### src/rtl/fetch_pipe_ctrl.sv
// Stall/flush controller for the IF->ID pipeline-register chain. It tracks a valid bit per stage,
// collapses bubbles under decode stall, and sequences i-cache miss waits and mispredict redirects.
module fetch_pipe_ctrl #(
  parameter int unsigned NUM_STAGES       = 5,
  parameter int unsigned REDIRECT_BUBBLES = 2
) (
  input  logic                  CLK,
  input  logic                  RESET,
  input  logic                  ID_STALL,
  input  logic                  ICACHE_MISS,
  input  logic                  ICACHE_READY,
  input  logic                  MISPREDICT,
  input  logic [31:0]           MISPREDICT_TARGET,
  output logic [NUM_STAGES-1:0] STAGE_STALL,
  output logic [NUM_STAGES-1:0] STAGE_FLUSH,
  output logic                  FETCH_VALID,
  output logic                  FETCH_STALL,
  output logic                  PC_SEL,
  output logic [31:0]           REDIRECT_PC,
  output logic [1:0]            STATE,
  output logic [15:0]           MISS_CYCLES,
  output logic [15:0]           FLUSH_COUNT
);

  typedef enum logic [1:0] {
    ST_RUN      = 2'd0,
    ST_MISS     = 2'd1,
    ST_REDIRECT = 2'd2
  } state_e;

  state_e                state_q, state_d;
  logic [NUM_STAGES-1:0] valid_q, valid_d;
  logic [NUM_STAGES-1:0] hold;
  logic [3:0]            bubble_q, bubble_d;
  logic [31:0]           redirect_pc_q, redirect_pc_d;
  logic                  pc_sel_q, pc_sel_d;
  logic [15:0]           miss_cycles_q, miss_cycles_d;
  logic [15:0]           flush_count_q, flush_count_d;
  logic                  fetch_valid;

  // Hold ripples upstream from ID only through valid stages, so a bubble absorbs the stall.
  always_comb begin
    hold = '0;
    hold[NUM_STAGES-1] = ID_STALL & valid_q[NUM_STAGES-1];
    for (int unsigned i = 1; i < NUM_STAGES; i++) begin
      hold[NUM_STAGES-1-i] = hold[NUM_STAGES-i] & valid_q[NUM_STAGES-1-i];
    end
  end

  assign fetch_valid = (state_q == ST_RUN) & ~ICACHE_MISS & ~MISPREDICT;

  always_comb begin
    valid_d = '0;
    if (!MISPREDICT) begin
      valid_d[0] = hold[0] ? valid_q[0] : fetch_valid;
      for (int unsigned i = 1; i < NUM_STAGES; i++) begin
        valid_d[i] = hold[i] ? valid_q[i] : valid_q[i-1];
      end
    end
  end

  always_comb begin
    state_d       = state_q;
    bubble_d      = bubble_q;
    redirect_pc_d = redirect_pc_q;
    pc_sel_d      = 1'b0;
    miss_cycles_d = miss_cycles_q;
    flush_count_d = flush_count_q;

    if (state_q == ST_MISS && miss_cycles_q != '1) begin
      miss_cycles_d = miss_cycles_q + 16'd1;
    end

    if (MISPREDICT) begin
      state_d       = ST_REDIRECT;
      bubble_d      = 4'(REDIRECT_BUBBLES);
      redirect_pc_d = MISPREDICT_TARGET;
      pc_sel_d      = 1'b1;
      if (flush_count_q != '1) begin
        flush_count_d = flush_count_q + 16'd1;
      end
    end else begin
      unique case (state_q)
        ST_RUN: begin
          if (ICACHE_MISS) state_d = ST_MISS;
        end
        ST_MISS: begin
          if (ICACHE_READY) state_d = ST_RUN;
        end
        ST_REDIRECT: begin
          bubble_d = bubble_q - 4'd1;
          if (bubble_q == 4'd1) state_d = ST_RUN;
        end
        default: state_d = ST_RUN;
      endcase
    end
  end

  always_ff @(posedge CLK or negedge RESET) begin
    if (!RESET) begin
      state_q       <= ST_RUN;
      valid_q       <= '0;
      bubble_q      <= '0;
      redirect_pc_q <= '0;
      pc_sel_q      <= 1'b0;
      miss_cycles_q <= '0;
      flush_count_q <= '0;
    end else begin
      state_q       <= state_d;
      valid_q       <= valid_d;
      bubble_q      <= bubble_d;
      redirect_pc_q <= redirect_pc_d;
      pc_sel_q      <= pc_sel_d;
      miss_cycles_q <= miss_cycles_d;
      flush_count_q <= flush_count_d;
    end
  end

  assign STAGE_STALL = (RESET & ~MISPREDICT) ? hold : '0;
  assign STAGE_FLUSH = {NUM_STAGES{RESET & MISPREDICT}};
  assign FETCH_VALID = RESET & fetch_valid;
  assign FETCH_STALL = RESET & (hold[0] | ~fetch_valid);
  assign PC_SEL      = pc_sel_q;
  assign REDIRECT_PC = redirect_pc_q;
  assign STATE       = state_q;
  assign MISS_CYCLES = miss_cycles_q;
  assign FLUSH_COUNT = flush_count_q;

endmodule

### config.mk
export PLATFORM = sky130hd
export DESIGN_NAME = fetch_pipe_ctrl
export DESIGN_NICKNAME = d
export VERILOG_FILES = /design/src/rtl/fetch_pipe_ctrl.sv
export SDC_FILE = /design/constraint.sdc
export NUM_CORES = 1
export LEC_CHECK = 0
export BUFFER_PORTS_ARGS = -buffer_cell sky130_fd_sc_hd__buf_2
export CAP_MARGIN = 20
export CORE_ASPECT_RATIO = 1.5
export CORE_MARGIN = 2
export CORE_UTILIZATION = 45
export DETAILED_ROUTE_END_ITERATION = 10
export PLACE_DENSITY = 0.72
export SLEW_MARGIN = 25
export SYNTH_ARGS = -nofsm -noshare
export SYNTH_HDL_FRONTEND = slang
export SYNTH_SLANG_ARGS = --single-unit
### constraint.sdc
create_clock -name CLK -period 1.75 [get_ports CLK]
set_input_delay 0.0875 -clock CLK [delete_from_list [all_inputs] [get_ports CLK]]
set_output_delay 0.0875 -clock CLK [all_outputs]
set_load 0.03 [all_outputs]
Word-level counts from Yosys, hierarchy flattened:

Index checks and enable logic that the tools add are counted.

* $lt $le $gt $ge: 0
* muxes and demuxes: 15
* shift-type cells: 0
* reductions and logical operators: 5
* add/subtract/negate cells: 3
* div/mod/pow operators: 0
* multipliers: 0
* bitwise operators: 15
* equal/unequal tests: 13

Operators by type and width (number)
* $add 16x1->16 const B: 2
* $ne 16x16->1 const B: 2
* $and 1x1->1: 11
* $mux 5: 2
* $ne 2x2->1 const B: 5
* $ne 3x3->1 const B: 3
* $mux 2: 4
* $mux 4: 2
* $mux 1: 6
* $pmux 2 s3: 1
* $eq 4x1->1 const B: 1
* $sub 4x1->4 const B: 1
* $not 1->1: 3
* $reduce_and 3->1: 1
* $eq 2x1->1 const B: 1
* $eq 2x2->1 const B: 1
* $logic_not 2->1: 1
* $reduce_and 2->1: 1
* $reduce_bool 2->1: 1
* $logic_and 1x1->1: 1
* $or 1x1->1: 1

* memories: 0
* output and inout bits: 79
* register bits after elaboration: 76
* latch bits: 0
* memory bits (read-only): 0
* bits of input ports: 38
* logic and storage cells: 62
* memory bits (writable): 0

Longest topological paths before layout:

Gate-level depths: netlist of run 1.

* word-level depth: 7
* depth in mapped cells: 6
* depth with buffers taken out: 6

Least setup slack after synthesis of run 1:

Ideal clock, no wire load.

* path type: register to register
* start point: reg flush_count_q[0], in the netlist FLUSH_COUNT[0]
* end point: reg flush_count_q[1], in the netlist FLUSH_COUNT[1]
* path buffers: 0
* slack: -0.102 ns
* cell stages (with the launch flop): 5
* data arrival time: 1.727 ns
* data required time: 1.625 ns
* library setup time: 0.125 ns
* clock period less this slack: 1.852 ns
* path through: dfrtp_1 -> ha_1 -> nand4_4 -> o41ai_4 -> mux2_4

* cells in the longest elaborated chain, start to end: 2

RTL lines
* start: declaration: RTL line 38 `logic [15:0] flush_count_q, flush_count_d;`
* start signal: assignment: RTL line 115 `flush_count_q <= flush_count_d;`
* branches (longest 2 deep; another with $add 16x1->16)

Parallel ways; which one is timed is not known.
A chain may end at the register's enable or synchronous reset.

Worst setup path after layout of run 1:

* start point: reg state_q[0], in the netlist STATE[0]
* end point: out FETCH_STALL

* cells in the longest elaborated chain, start to end: 6

RTL lines
* start: declaration: RTL line 31 `state_e state_q, state_d;`
* start signal: assignment: RTL line 109 `state_q <= state_d;`
* $logic_not 2->1: RTL line 50 `assign fetch_valid = (state_q == ST_RUN) & ~ICACHE_MISS & ~MISPREDICT;`
* $and 1x1->1 (2 in series): RTL line 50
* $not 1->1: RTL line 122 `assign FETCH_STALL = RESET & (hold[0] | ~fetch_valid);`
* $or 1x1->1: RTL line 122
* $and 1x1->1: RTL line 122
* end: declaration: RTL line 17 `output logic FETCH_STALL,`

Every way passes these cells.

==> results of run 1 <==
-- final cells by class --
cell class | count | area (um^2)
Fill cell | 560 | 2530
Sequential cell | 76 | 1900
Multi-Input combinational cell | 182 | 1440
Timing Repair Buffer | 163 | 1030
Tap cell | 100 | 125
Clock buffer | 9 | 124
Clock inverter | 7 | 91.3
Inverter | 7 | 26.3
-- power groups by stage --
stage	logic (mW)	clock network, mW	registers, mW
floorplan	0.516	0	2.62
global placement	1.30	0	2.25
detailed placement	1.34	0	2.26
CTS	1.41	1.48	2.23
global route	1.52	1.56	2.27
finish	1.41	1.44	2.24
-- cell families after synthesis --
group,Yosys count
flip-flops,76
adder cells (fa/ha/maj),4
multiplexers,35
XOR/XNOR,26
AND/OR/NAND/NOR,98
buffers and inverters,16
AO/OA/AOI/OAI,19
-- registers in the layout, summed over array words and instances, names as in the netlist --
register     cells
REDIRECT_PC     32
FLUSH_COUNT     16
MISS_CYCLES     16
valid_q          5
bubble_q         4
STATE            2
PC_SEL           1
-- cells in the final DEF (no fill, tap or decap), types with 2 or more instances in the layout --
cell type and instances:
dlygate4sd3_1 36, nand2_1 9, nor4_1 7, xor2_1 17, nand2b_1 2, inv_1 7
bufinv_16 2, buf_4 13, nand4_1 9, nand4_2 3, a31oi_1 4, nand3b_1 2
mux2_4 2, nor3_1 8, xnor2_1 9, and2_1 4, mux2_2 33, buf_2 113
dfrtp_2 2, clkbuf_8 9, nor4b_1 4, dfrtp_1 74, nand4_4 2, nor2_1 25
ha_1 4, nand3_1 7, a21oi_1 7, clkinv_2 3
-- cell usage after synthesis (all sizes together) (2+ instances only) --
master and n:
inv 7, nor4 9, nand2 10, nand2b 2, or3 3, nor2 27
nand4 14, dfrtp 76, nand3 7, xnor2 9, ha 4, a31oi 4
nand3b 2, buf 8, a21oi 7, and2 4, xor2 17, mux2 35
nor3 9, nor4b 4
-- how the worst max path moves through the flow --
| stage | cells after the start | slack (ps) | to |
|---|---|---|---|
| CTS | 5 | 1 | FETCH_STALL |
| floorplan | 4 | 10 | FLUSH_COUNT[1] |
| detailed placement | 5 | 20 | FLUSH_COUNT[11] |
| global route | 5 | -1 | FETCH_STALL |
| finish | 5 | 80 | FETCH_STALL |
| global placement | 5 | 60 | FLUSH_COUNT[9] |
-- stage by stage --
stage	setup slack (ps)	utilization, %	setup TNS, ps	instances
5_1_grt	-1.17	65.3	-1.17	544
2_1_floorplan	10.8	-	0	274
4_1_cts	1.43	65.0	0	544
3_3_place_gp	56.7	56.9	0	492
3_5_place_dp	23.6	56.9	0	492
6_report	84.0	65.3	0	544
-- critical path, cell delays in order (launching register included) --
cell      delay, ps
dfrtp_1         390
buf_6           130
or3_4           400
nor2_4           80
a21boi_1         60
buf_4           170
-- timing repair --
| item | CTS | global route |
|---|---|---|
| gates resized for setup | 2 | 9 |
| hold buffers | 36 | 0 |
| hold endpoints to repair | 110 | 0 |
| endpoints found under the setup margin | 3 | 6 |
| cloned | 0 | 0 |
| pin swaps | 0 | 2 |
-- metal layers --
metal / up-vias / part of all wire [%] / track usage (%)
met3: 15 / 6.3 / 4.84
met1: 1333 / 39 / 23.5
met2: 91 / 52 / 34.2
met4: 0 / 2.5 / 10.4
li1: 1307 / - / -
met5: - / 0 / 0
==> reports/qor.csv, run 1 <==
metric,value,unit
worst setup path class,flip-flop to output pin,
DIE WIDTH,75.0,um
internal power,3.34,mW
vias in the first global route,2898,
main combinational cell family by area after synthesis,simple AND/OR/NAND/NOR gates,
Post-Syn Area,3400,um^2
clk_lat worst skew,350,ps
Hold WC Path Type,primary input to flip-flop,
Rel. slew slack,64.3,%
postcts setup bufs,0,
Setup crit start kind,flip-flop,
simple-gate share of the synthesized area,17.6,%
Net Sw Frac,34.2,%
Post-synth EDFFs,0,
Logic pwr share,27.7,%
WP data arrival,1580,ps
Die H,110,um
Tcrit/Tclk final,95.2,%
hold slack,60.4,ps
Vias/cell,5.05,
ANT cells,0,
starting density of the core,46.8,%
adder-cell share of the synthesized area,1.47,%
Num Clock Sinks,76,
synth warn,0,
dominant cells by area after synthesis,"dfrtp_1 (56%), mux2_2 (11%), xor2_1 (4.4%), nor2_1 (3.0%), xnor2_1 (2.3%)",
Worst Path Required,1660,ps
worst r2r path cells,4,
post-route cell area,4750,um^2
Final setup viols,0,
Port Buffers,116,
CP max FO,6,
PD cells,1070,nW/um^2
max_cap viols,0,
number of top-level pins,117,
crit path from,STATE[0],
synthesized instance count,274,
Area Overhead vs Synth,39.5,%
post-synth cell types,45,
Fmax achieved,0.600,GHz
DP Area,4140,um^2
Crit. End Element,output pin,
top cell type by total area after synthesis,dfrtp_1,
num rows,38,
Compound-Gate Fraction of Synth Area,4.23,%
Final nets,481,
Total Power,5.08,mW
Worst R2R Setup Slack,120,ps
core area,7270,um^2
CTS buffer count,9,
Root Driver,clkbuf_8,
initial antenna violation count,0,
Synth Net Count,316,
first-pass GRT wire length,13.1,mm
r2r endpoint,FLUSH_COUNT[1],
Worst Hold Depth,1,
"Top FF cell, synth",dfrtp_1,
register area share after synthesis,55.9,%
GPL Wtd Cong,0.796,
Antenna Nets Post-Route,0,
Hold Crit Endpoint,PC_SEL,
DP Wirelength,5.37,mm
Net Sw Power,1.74,mW
grt ovf,0,
actual slew at the worst max-slew pin,536,ps
GRT Overall Usage,20.4,%
status,completed,
DR WL/cell,14.6,um
XOR/XNOR share of the synthesized area,6.69,%
Clock Tree Buf Depth,2,
drt total wl,7.93,mm
share of cells above drive strength 1,44.6,%
endpoints failing hold,0,
largest net degree at the start of global routing,45,
H-tree Lvls,3,
drt drc,0,
crit path time final,1670,ps
Post-synth ARST share,100,%
Hold Startpoint,MISPREDICT,
Seq cells post-synth,76,
clock network fraction of total power,28.3,%
CTS tree,done,
Vias,2746,
Worst Skew,6.13,ps
Slew Limit Fails,0,
die area,8290,um^2
Max rail drop VDD,0.000712,V
post-synth top area share,55.9,%
Pre-antenna DRT Iters,4,
"CTS clk-pin slew, worst paths",80,ps
mux share of post-synthesis cell area,11.8,%
1st-iter DRT viols,85,
Flop pwr share,44.0,%
Static Leakage,2.38,nW
Syn Area/Cell,12.4,um^2
worst flop-to-flop path startpoint,FLUSH_COUNT[1],
(Power assumes the default switching activity.)
==> run 2, diff against run 1 <==
--- a/config.mk
+++ b/config.mk
@@ -6,12 +6,12 @@
 export NUM_CORES = 1
 export LEC_CHECK = 0
 export BUFFER_PORTS_ARGS = -buffer_cell sky130_fd_sc_hd__buf_2
-export CAP_MARGIN = 20
 export CORE_ASPECT_RATIO = 1.5
 export CORE_MARGIN = 2
 export CORE_UTILIZATION = 45
 export DETAILED_ROUTE_END_ITERATION = 10
 export PLACE_DENSITY = 0.72
+export RECOVER_POWER = 25
 export SLEW_MARGIN = 25
 export SYNTH_ARGS = -nofsm -noshare
 export SYNTH_HDL_FRONTEND = slang
==> constraint.sdc (replaced) <==
create_clock -name CLK -period 2.1 [get_ports CLK]
set_input_delay 0.105 -clock CLK [delete_from_list [all_inputs] [get_ports CLK]]
set_output_delay 0.105 -clock CLK [all_outputs]
set_load 0.03 [all_outputs]
==> reports/qor.csv, run 2 (synthesized netlist as in run 1, its figures left out) <==
metric,value,unit
TNS Setup,0,ps
Port Buffers,116,
Antenna Nets Post-Route,0,
Num Clock Sinks,76,
Root Driver,clkbuf_8,
Final nets,472,
status,completed,
Fill cells,580,
Pre-antenna DRT Iters,4,
CP max FO,40,
first-pass GRT wire length,13.4,mm
number of top-level pins,117,
num rows,38,
max FFs per register,32,
Crit. End Element,output pin,
worst setup path class,primary input to output pin,
"CTS clk-pin slew, worst paths",70,ps
Max rail drop VDD,0.000612,V
share of cells above drive strength 1,41.9,%
CTS buffer count,9,
Area Overhead vs Synth,35.9,%
Worst Path Required,2000,ps
clk_lat worst skew,360,ps
Rel. slew slack,43.3,%
GPL Wtd Cong,0.798,
RSZ-0062 raised after global routing,false,
actual slew at the worst max-slew pin,850,ps
worst r2r path cells,4,
most frequent cells in the layout,"buf_2 (115), dfrtp_1 (76), dlygate4sd3_1 (34)",
die area,8290,um^2
Worst R2R Setup Slack,340,ps
drt drc,0,
Static Leakage,2.32,nW
DP Wirelength,5.31,mm
Worst Skew,12.8,ps
Final setup viols,0,
1st-iter DRT viols,125,
core area,7270,um^2
starting density of the core,46.8,%
PD cells,893,nW/um^2
Clock Tree Buf Depth,2,
cts repair resizes,0,
crit path time final,1850,ps
initial antenna violation count,0,
Worst Hold Depth,3,
GRT Overall Usage,20.8,%
H-tree Lvls,3,
Tcrit/Tclk final,87.9,%
grt ovf,0,
Seq. cell area,1900,um^2
Setup crit start kind,primary input,
Vias,2704,
Slew Limit Fails,0,
DIE WIDTH,75.0,um
Die H,110,um
endpoints failing hold,0,
CTS tree,done,
largest net degree at the start of global routing,41,
DR WL/cell,14.9,um
ANT cells,0,
Vias/cell,5.06,
vias in the first global route,2824,
Hold WC Path Type,primary input to flip-flop,
Fmax achieved,0.542,GHz
multi-input logic area,1420,um^2
hold buffers post-CTS,34,
"commonest non-fill, non-tap cell in the layout",buf_2,
WP data arrival,1740,ps
postcts setup bufs,0,
max_cap viols,0,
drt total wl,7.96,mm
Total Power,4.13,mW
run 2: final timing paths:
check	from	endpoint
max	RESET	FETCH_STALL
min	ID_STALL	valid_q[4]
max reg2reg	FLUSH_COUNT[0]	FLUSH_COUNT[1]
min reg2reg	REDIRECT_PC[15]	REDIRECT_PC[15]
max in group asynchronous	RESET	MISS_CYCLES[3]
min in group asynchronous	RESET	STATE[1]
run 2: area by class of cell:
| type | instances | share of cell area (%) |
|---|---|---|
| Sequential cell | 76 | 41.1 |
| Multi-Input combinational cell | 182 | 30.7 |
| Clock inverter | 3 | 1.00 |
| Inverter | 7 | 0.568 |
| Timing Repair Buffer | 154 | 20.5 |
| Clock buffer | 12 | 3.36 |
| Tap cell | 100 | 2.71 |
run 2: metrics by stage:
| stage | hold slack, ps | setup WS (ps) | std cells | util, % | area [um^2] |
|---|---|---|---|---|---|
| after floorplan | -191 | 248 | 274 | - | 3400 |
| after global placement | 220 | 418 | 485 | 56.2 | 4090 |
| after detailed placement | 219 | 346 | 485 | 56.2 | 4090 |
| after CTS | 20.5 | 298 | 534 | 63.6 | 4630 |
| after global routing | 36.3 | 117 | 534 | 63.6 | 4620 |
| final | 34.8 | 254 | 534 | 63.6 | 4620 |
run 2: power breakdown:
part / switching (mW) / internal, mW / total (mW) / leakage, nW
Sequential: 0.219 / 1.66 / 1.88 / 0.954
Clock: 0.529 / 0.610 / 1.14 / 0.0987
Combinational: 0.686 / 0.428 / 1.11 / 1.27
run 2: critical path: stages:
cell and delay (ps):
dlygate4sd3_1 520, clkbuf_1 170, buf_4 460, a21boi_0 250, buf_2 230
run 2: routing by layer:
metal | up-vias | global-route usage (%) | wire length, um
met1 | 1305 | 24.9 | 3190
met5 | - | 0 | 0
met2 | 99 | 32.9 | 4030
li1 | 1284 | - | -
met3 | 16 | 5.75 | 564
met4 | 0 | 11.5 | 178
